===== src/rtl/mips_mc_pkg.sv =====
// Shared constants and enums for the multi-cycle MIPS-subset core.
package mips_mc_pkg;

   localparam logic [5:0] OP_RTYPE = 6'h00;
   localparam logic [5:0] OP_ADDI  = 6'h08;
   localparam logic [5:0] OP_LW    = 6'h23;
   localparam logic [5:0] OP_SW    = 6'h2B;
   localparam logic [5:0] OP_BEQ   = 6'h04;
   localparam logic [5:0] OP_BNE   = 6'h05;
   localparam logic [5:0] OP_J     = 6'h02;

   localparam logic [5:0] FN_ADD = 6'h20;
   localparam logic [5:0] FN_SUB = 6'h22;
   localparam logic [5:0] FN_AND = 6'h24;
   localparam logic [5:0] FN_OR  = 6'h25;
   localparam logic [5:0] FN_SLT = 6'h2A;

   typedef enum logic [2:0] {
      ALU_ADD,
      ALU_SUB,
      ALU_AND,
      ALU_OR,
      ALU_SLT
   } alu_op_t;

   typedef enum logic [2:0] {
      S_FETCH,
      S_DECODE,
      S_EXEC,
      S_MEM,
      S_WB
   } state_t;

   typedef enum logic [2:0] {
      C_ILL,
      C_ALU_R,
      C_ADDI,
      C_LW,
      C_SW,
      C_BEQ,
      C_BNE,
      C_J
   } inst_cls_t;

endpackage


===== src/rtl/mc_alu.sv =====
// Combinational ALU shared by every instruction class; zero flags a null result.
module mc_alu
   import mips_mc_pkg::*;
#(
   parameter int DATA_W = 32
) (
   input  alu_op_t            op,
   input  logic [DATA_W-1:0]  a,
   input  logic [DATA_W-1:0]  b,
   output logic [DATA_W-1:0]  result,
   output logic               zero
);

   always_comb begin
      result = '0;
      case (op)
         ALU_ADD: result = a + b;
         ALU_SUB: result = a - b;
         ALU_AND: result = a & b;
         ALU_OR:  result = a | b;
         ALU_SLT: result = DATA_W'($signed(a) < $signed(b));
         default: result = '0;
      endcase
   end

   assign zero = (result == '0);

endmodule


===== src/rtl/mips_multicycle.sv =====
// Multi-cycle MIPS-subset core: FETCH/DECODE/EXEC/MEM/WB around one shared ALU,
// with req/ack memories. Define MIPS_MC_BNE_EN to decode op 0x05 as BNE.
module mips_multicycle
   import mips_mc_pkg::*;
#(
   parameter int DATA_W  = 32,
   parameter int PC_W    = 5,
   parameter int REG_N   = 32,
   parameter int DADDR_W = 4
) (
   input  logic               clk,
   input  logic               counterRst,
   input  logic               counterLd,
   output logic               imem_req,
   output logic [PC_W-1:0]    imem_addr,
   input  logic               imem_ack,
   input  logic [31:0]        imem_rdata,
   output logic               dmem_req,
   output logic               dmem_we,
   output logic [DADDR_W-1:0] dmem_addr,
   output logic [DATA_W-1:0]  dmem_wdata,
   input  logic               dmem_ack,
   input  logic [DATA_W-1:0]  dmem_rdata,
   output logic [PC_W-1:0]    pc,
   output logic               retired,
   output logic               illegal
);

   localparam int RA_W = $clog2(REG_N);

   state_t            state, state_nx;
   inst_cls_t         cls;
   alu_op_t           alu_op;
   logic [31:0]       ir;
   logic [DATA_W-1:0] regs [REG_N];
   logic [DATA_W-1:0] a_q, b_q, alu_q, mdr_q;
   logic [DATA_W-1:0] imm_ext, alu_b, alu_y, wb_data;
   logic              alu_zero;
   logic [RA_W-1:0]   rs, rt, rd, wr_addr;
   logic [PC_W-1:0]   target;
   logic              ir_ld, ab_ld, alu_ld, mdr_ld, reg_we, pc_inc, pc_jump;
   logic              req_i, req_d, we_d, ret_c, ill_c;
   logic              unused_shamt;

   assign rs      = ir[21 +: RA_W];
   assign rt      = ir[16 +: RA_W];
   assign rd      = ir[11 +: RA_W];
   assign imm_ext = DATA_W'(ir[15:0]);
   assign target  = ir[PC_W-1:0];
   assign unused_shamt = ^ir[10:6];

   always_comb begin
      cls    = C_ILL;
      alu_op = ALU_ADD;
      case (ir[31:26])
         OP_RTYPE: begin
            cls = C_ALU_R;
            case (ir[5:0])
               FN_ADD:  alu_op = ALU_ADD;
               FN_SUB:  alu_op = ALU_SUB;
               FN_AND:  alu_op = ALU_AND;
               FN_OR:   alu_op = ALU_OR;
               FN_SLT:  alu_op = ALU_SLT;
               default: cls = C_ILL;
            endcase
         end
         OP_ADDI: cls = C_ADDI;
         OP_LW:   cls = C_LW;
         OP_SW:   cls = C_SW;
         OP_BEQ: begin
            cls    = C_BEQ;
            alu_op = ALU_SUB;
         end
`ifdef MIPS_MC_BNE_EN
         OP_BNE: begin
            cls    = C_BNE;
            alu_op = ALU_SUB;
         end
`endif
         OP_J:    cls = C_J;
         default: cls = C_ILL;
      endcase
   end

   assign alu_b = (cls == C_ADDI || cls == C_LW || cls == C_SW) ? imm_ext : b_q;

   mc_alu #(.DATA_W(DATA_W)) u_alu (
      .op     (alu_op),
      .a      (a_q),
      .b      (alu_b),
      .result (alu_y),
      .zero   (alu_zero)
   );

   always_comb begin
      state_nx = state;
      req_i = 1'b0; req_d = 1'b0; we_d = 1'b0; ret_c = 1'b0; ill_c = 1'b0;
      ir_ld = 1'b0; ab_ld = 1'b0; alu_ld = 1'b0; mdr_ld = 1'b0;
      reg_we = 1'b0; pc_inc = 1'b0; pc_jump = 1'b0;
      case (state)
         S_FETCH: begin
            if (counterLd) begin
               req_i = 1'b1;
               if (imem_ack) begin
                  ir_ld    = 1'b1;
                  pc_inc   = 1'b1;
                  state_nx = S_DECODE;
               end
            end
         end
         S_DECODE: begin
            ab_ld = 1'b1;
            if (cls == C_ILL) begin
               ill_c    = 1'b1;
               ret_c    = 1'b1;
               state_nx = S_FETCH;
            end else begin
               state_nx = S_EXEC;
            end
         end
         S_EXEC: begin
            alu_ld = 1'b1;
            case (cls)
               C_J, C_BEQ, C_BNE: begin
                  pc_jump  = (cls == C_J) | ((cls == C_BEQ) & alu_zero) | ((cls == C_BNE) & ~alu_zero);
                  ret_c    = 1'b1;
                  state_nx = S_FETCH;
               end
               C_LW, C_SW: state_nx = S_MEM;
               default:    state_nx = S_WB;
            endcase
         end
         S_MEM: begin
            req_d = 1'b1;
            we_d  = (cls == C_SW);
            if (dmem_ack) begin
               if (cls == C_SW) begin
                  ret_c    = 1'b1;
                  state_nx = S_FETCH;
               end else begin
                  mdr_ld   = 1'b1;
                  state_nx = S_WB;
               end
            end
         end
         S_WB: begin
            reg_we   = 1'b1;
            ret_c    = 1'b1;
            state_nx = S_FETCH;
         end
         default: state_nx = S_FETCH;
      endcase
   end

   // Reset is synchronous for state, but outstanding requests are dropped in the reset cycle itself.
   assign imem_req = req_i & ~counterRst;
   assign dmem_req = req_d & ~counterRst;
   assign dmem_we  = we_d  & ~counterRst;
   assign retired  = ret_c & ~counterRst;
   assign illegal  = ill_c & ~counterRst;

   assign imem_addr  = pc;
   assign dmem_addr  = alu_q[DADDR_W-1:0];
   assign dmem_wdata = b_q;
   assign wb_data    = (cls == C_LW) ? mdr_q : alu_q;
   assign wr_addr    = (cls == C_ALU_R) ? rd : rt;

   always_ff @(posedge clk) begin
      if (counterRst) begin
         state <= S_FETCH;
         pc    <= '0;
         ir    <= '0;
         a_q   <= '0;
         b_q   <= '0;
         alu_q <= '0;
         mdr_q <= '0;
         regs  <= '{default: '0};
      end else begin
         state <= state_nx;
         if (ir_ld)  ir <= imem_rdata;
         if (pc_jump)     pc <= target;
         else if (pc_inc) pc <= pc + PC_W'(1);
         if (ab_ld) begin
            a_q <= regs[rs];
            b_q <= regs[rt];
         end
         if (alu_ld) alu_q <= alu_y;
         if (mdr_ld) mdr_q <= dmem_rdata;
         if (reg_we && wr_addr != '0) regs[wr_addr] <= wb_data;
      end
   end

endmodule


===== config.mk =====
export PLATFORM = sky130hd
export DESIGN_NAME = mips_multicycle
export DESIGN_NICKNAME = d
export VERILOG_FILES = /design/src/rtl/mips_mc_pkg.sv /design/src/rtl/mc_alu.sv /design/src/rtl/mips_multicycle.sv
export SDC_FILE = /design/constraint.sdc
export NUM_CORES = 2
export LEC_CHECK = 0
export CAP_MARGIN = 20
export CORE_ASPECT_RATIO = 1.4
export CORE_UTILIZATION = 55
export CTS_CLUSTER_DIAMETER = 200
export DETAILED_ROUTE_END_ITERATION = 7
export GPL_TIMING_DRIVEN = 0
export PLACE_DENSITY_LB_ADDON = 0.08
export SLEW_MARGIN = 20
export SYNTH_ARGS = -nofsm -noshare
export SYNTH_HDL_FRONTEND = slang
export SYNTH_SLANG_ARGS = --single-unit

===== constraint.sdc =====
create_clock -name clk -period 7.9 [get_ports clk]
set_input_delay 1.975 -clock clk [delete_from_list [all_inputs] [get_ports clk]]
set_output_delay 1.975 -clock clk [all_outputs]
set_load 0.05 [all_outputs]

Word-level counts from Yosys, hierarchy flattened
Index checks and enable logic that the tools add are counted.

Bits in registers: 1192. Latch bits: 0. Memory bits (writable): 0. Bits in read-only memories: 0. Bits of input ports: 69. Output and inout bits: 51. Word-level logic and storage cells: 153. Memories: 0.

$add $sub $neg: 3. Multiply operators: 0. Divide/modulo/power cells: 0. $lt $le $gt $ge: 5. Equality and inequality tests: 28. Shift-type cells: 0. Mux-type cells: 47. Bitwise logic cells: 16. Reduce and logical (&&, ||, !) cells: 15.

Operators with widths (number): $bwmux W1024 (1); $bmux W32 S5 (2); $mux W32 (7); $demux W32 S5 (1); $pmux W32 S5 (1); $eq A6 B6 Y1 const B (7); $add A32 B32 Y32 (1); $and A32 B32 Y32 (1); $logic_not A32 Y1 (1); $lt A32 B32 Y1 (1); $or A32 B32 Y32 (1); $sub A32 B32 Y32 (1); $pmux W3 S4 (2); $mux W1 (21); $eq A3 B2 Y1 const B (6); $eq A3 B3 Y1 const B (6); $ge A6 B6 Y1 const B (3); $not A5 Y6 (3); $pmux W3 S6 (1); $mux W5 (3); $mux W3 (4); $pmux W3 S2 (2); $eq A3 B1 Y1 const B (3); $logic_not A3 Y1 (3); 20 further kinds (32).

Logic depth before layout (Yosys ltp)
Depth after elaboration: 17. Mapped depth: 26. Gate-level depth less buffers: 23.

Hierarchy
From an unflattened synthesis, not the netlist that was laid out.

Cells, all modules: 6544. Area total of the unflattened synthesis: 62622.6 sq um.

Modules (own cells, without submodules): mips_multicycle (instances 1, cells each 5697, area each 57072.2 sq um, seq. area each 23862.9 sq um); mc_alu (instances 1, cells each 847, area each 5550.3 sq um, seq. area each 0.0 sq um).

Worst setup path before layout
No wires, ideal clock.

Kind: input -> output. Start: in counterRst. End: out illegal. Arrival time: 4.065 ns. Data required time: 5.925 ns. Setup slack: 1.860 ns. Stages: 4. Cells stage by stage: clkbuf_1 > clkbuf_1 > clkbuf_1 > nor4_1.

Cells in the longest elaborated chain, start to end: 2.

RTL lines: start, declared (line mips_multicycle.sv:12) `input logic counterRst,`; $not A1 Y1 (line mips_multicycle.sv:160) `assign illegal = ill_c & ~counterRst;`; $and A1 B1 Y1 (line mips_multicycle.sv:160); end, declared (line mips_multicycle.sv:26) `output logic illegal`.

Every way passes these cells.

Worst setup path in the final report
Start: in counterRst. End: out retired.

Cells in the longest elaborated chain, start to end: 2.

RTL lines: $not A1 Y1 (line mips_multicycle.sv:159) `assign retired = ret_c & ~counterRst;`; $and A1 B1 Y1 (line mips_multicycle.sv:159); end, declared (line mips_multicycle.sv:25) `output logic retired,`.

Every way passes these cells.

==> impl_metrics.yaml <==
global_routing:
  track_usage: 0.474
  grt_pass1_vias: 54700
  grt_max_degree: 16
  globalRouteOverflowTotal: 0
  grt_antenna_before_repair: 9
  grt_first_pass_wirelength_um: 381000
placement:
  io_buffers: 118
  globalplace.congestion: 1.06
  dp_hpwl_um: 216000
  placed_area_mm2: 0.0646
pwr:
  total_power_mw: 14.2
  peakVddDrop_mv: 0.225
  pwr_density_cell_mw_per_mm2: 205
  p_leak_nw: 20.8
clocking:
  root_buffer: "clkbuf_16"
  hold_buffers: 0
  clockBufferDepth: 3
  clkTransAtPathRegs_ps: 70
  clock-sinks: 1192
  clock_latency_ps: 780
  cts_tree: "built"
  cts_buffers: 112
  htreeDepth: 3
timing:
  layout_setup_ws_ps: -35.7
  fmax_mhz: 126
  min_period_over_period: 1.00
  rsz0062_at_grt: "no"
  relSlewSlack: 0.148
  fin_crit_ps: 7940
  drv_slew: 0
  setup_viol: 2
  worstMarginPinSlew_ps: 1280
  clock_skew_ps: 46.9
  finalHoldViolCount: 0
cells_and_area:
  final_cell_area_mm2: 0.0689
  area_growth_pct: 12.1
  final_layout_size_suffix_gt1_frac: 0.163
  nets: 6397
yosys:
  synth_area_leaders: "dfxtp_1 39%, mux4_2 23%, a211oi_1 13%"
  yosysMostFrequentCell: "nor2_1"
  synth-seq-cells: 1192
  yosysTopAreaCell: "dfxtp_1"
  synth_commonest_cells: "1,221 x nor2_1, 1,192 x dfxtp_1, 1,098 x a211oi_1"
  yosysSeqAreaShare: 0.388
  syn_area_mm2: 0.0614
  synth.distinct_cells: 84
  synth_cells: 5988
  async_flop_share: 0
  yosysTopAreaCellShare: 0.388
  synth_ff_type: "dfxtp_1"
  synth.net_count: 6156
  synth_edf_count: 0
  yosys_warnings: 0
  syn_avg_cell_area_um2: 10.3
floorplan:
  die_y_um: 397
  io_pins: 120
  die_w_um: 284
  initial_utilization: 0.556
  core_mm2: 0.110
  die_area_mm2: 0.113
  rows: 144
hold_path:
  hp-class: "reg -> reg"
  worstHoldPathCells: 2
setup_path:
  path_class: "in -> out"
  critPathMostFrequentCell: "clkbuf_1"
  worst_path_largest_cell_delay_ps: 900
  required_ps: 5930
  endpoint_kind: "output pin"
  critPathMaxFanout: 10
  start_kind: "primary input"
  rr_worst_depth: 26
  slowest_stage: "clkbuf_1"
  crit_chain: "clkbuf_1 -> clkbuf_1 -> clkbuf_1 -> buf_1 -> nor2_1 -> clkdlybuf4s50_1"
  critPathArrivalTime_ps: 5960
routing:
  drt_iter0_drc: 5784
  post_drt_wl_per_cell_um: 34.8
  drc: 0
  dr.pass1.iters: 6
  vias_per_cell: 7.00
  postRouteAntennaNets: 0
  vias: 54600
  wl_um: 271000
flow_run:
  maxCapViolations: 0
status:
  status: "finished with violations"
  violations: "setup timing"
==> state kept, by name, summed over array words and instances (netlist names) <==
| register | flops |
|---|---|
| regs | 1024 |
| a_q | 32 |
| alu_q | 32 |
| dmem_wdata | 32 |
| ir | 32 |
| mdr_q | 32 |
| imem_addr | 5 |
| state | 3 |
==> final timing paths <==
path                  end  slack, ps       start
max               retired        -40  counterRst
min                 ir[8]        460       ir[8]
max reg2reg  imem_addr[1]        150      ir[27]
min reg2reg         ir[8]        460       ir[8]
==> layout by cell type, fill, tap and decap left out, types with 50 or more instances in the layout <==
| cell type | instances |
|---|---|
| mux4_2 | 640 |
| mux2i_1 | 99 |
| ha_1 | 97 |
| clkbuf_1 | 519 |
| nand2_1 | 230 |
| inv_1 | 96 |
| clkbuf_16 | 115 |
| a21oi_1 | 148 |
| clkdlybuf4s50_1 | 118 |
| buf_1 | 58 |
| nor2b_1 | 50 |
| dfxtp_1 | 1192 |
| nor2_1 | 1219 |
| a211oi_1 | 1094 |
| buf_2 | 65 |
| o21ai_0 | 57 |
==> per-stage QoR <==
stage	instances	worst slack (ps)	setup TNS [ps]	utilization	hold WS (ps)
finish	7799	-35.7	-64.2	0.624	457
global route	7787	7.28	0	0.624	477
CTS	7784	122	0	0.623	459
detailed placement	7569	-1870	-10720	0.584	451
global placement	7566	-2030	-11410	0.584	443
floorplan	5988	1860	0	-	434
==> worst max-delay path: cells and delay by family <==
kind / cells / cell delay (ps)
buffers and inverters: 5 / 3860
and+or+nand+nor: 1 / 110
==> kinds of logic after synthesis <==
kind of cell               count (synthesis)  synth area share
and+or+nand+nor                         1682             0.112
DFF                                     1192             0.388
muxes                                    751             0.253
xor gates and xnor gates                  10           0.00143
buffers and inverters                    770            0.0489
AOI/OAI and AO/OA                       1484             0.176
adders and majority gates                 99            0.0204
==> area by class of cell <==
| type | count | area (µm²) |
|---|---|---|
| clock buffers | 147 | 3250 |
| fillers | 9384 | 41500 |
| diodes | 12 | 30.0 |
| multi-input cells | 4026 | 34700 |
| inverters | 97 | 368 |
| flip-flops and latches | 1192 | 23900 |
| plain buffers | 673 | 2700 |
| well taps | 1460 | 1830 |
| clock inverters | 65 | 881 |
| repair buffers | 127 | 1280 |
==> report_power, final <==
part / switching (mW) / internal (mW) / leakage, nW
logic: 1.37 / 0.544 / 9.14
clock network: 2.62 / 3.50 / 2.02
registers: 0.0669 / 6.06 / 9.61
total: 4.06 / 10.1 / 20.8
==> what timing repair did <==
action | CTS | global route
endpoints found under the hold margin | 0 | 0
pin swaps | 2 | 1
setup endpoints to repair | 13 | 5
setup buffers | 3 | 0
resized for setup | 11 | 13
==> layer usage <==
metal / GRT usage / routed length [µm] / vias to the layer above
met2: 0.774 / 127000 / 3663
met1: 0.497 / 87000 / 26600
met5: 0 / 25 / -
met3: 0.121 / 26300 / 1298
met4: 0.450 / 30700 / 4
li1: - / - / 23100
Note: power is estimated with default switching activity, not from simulation.
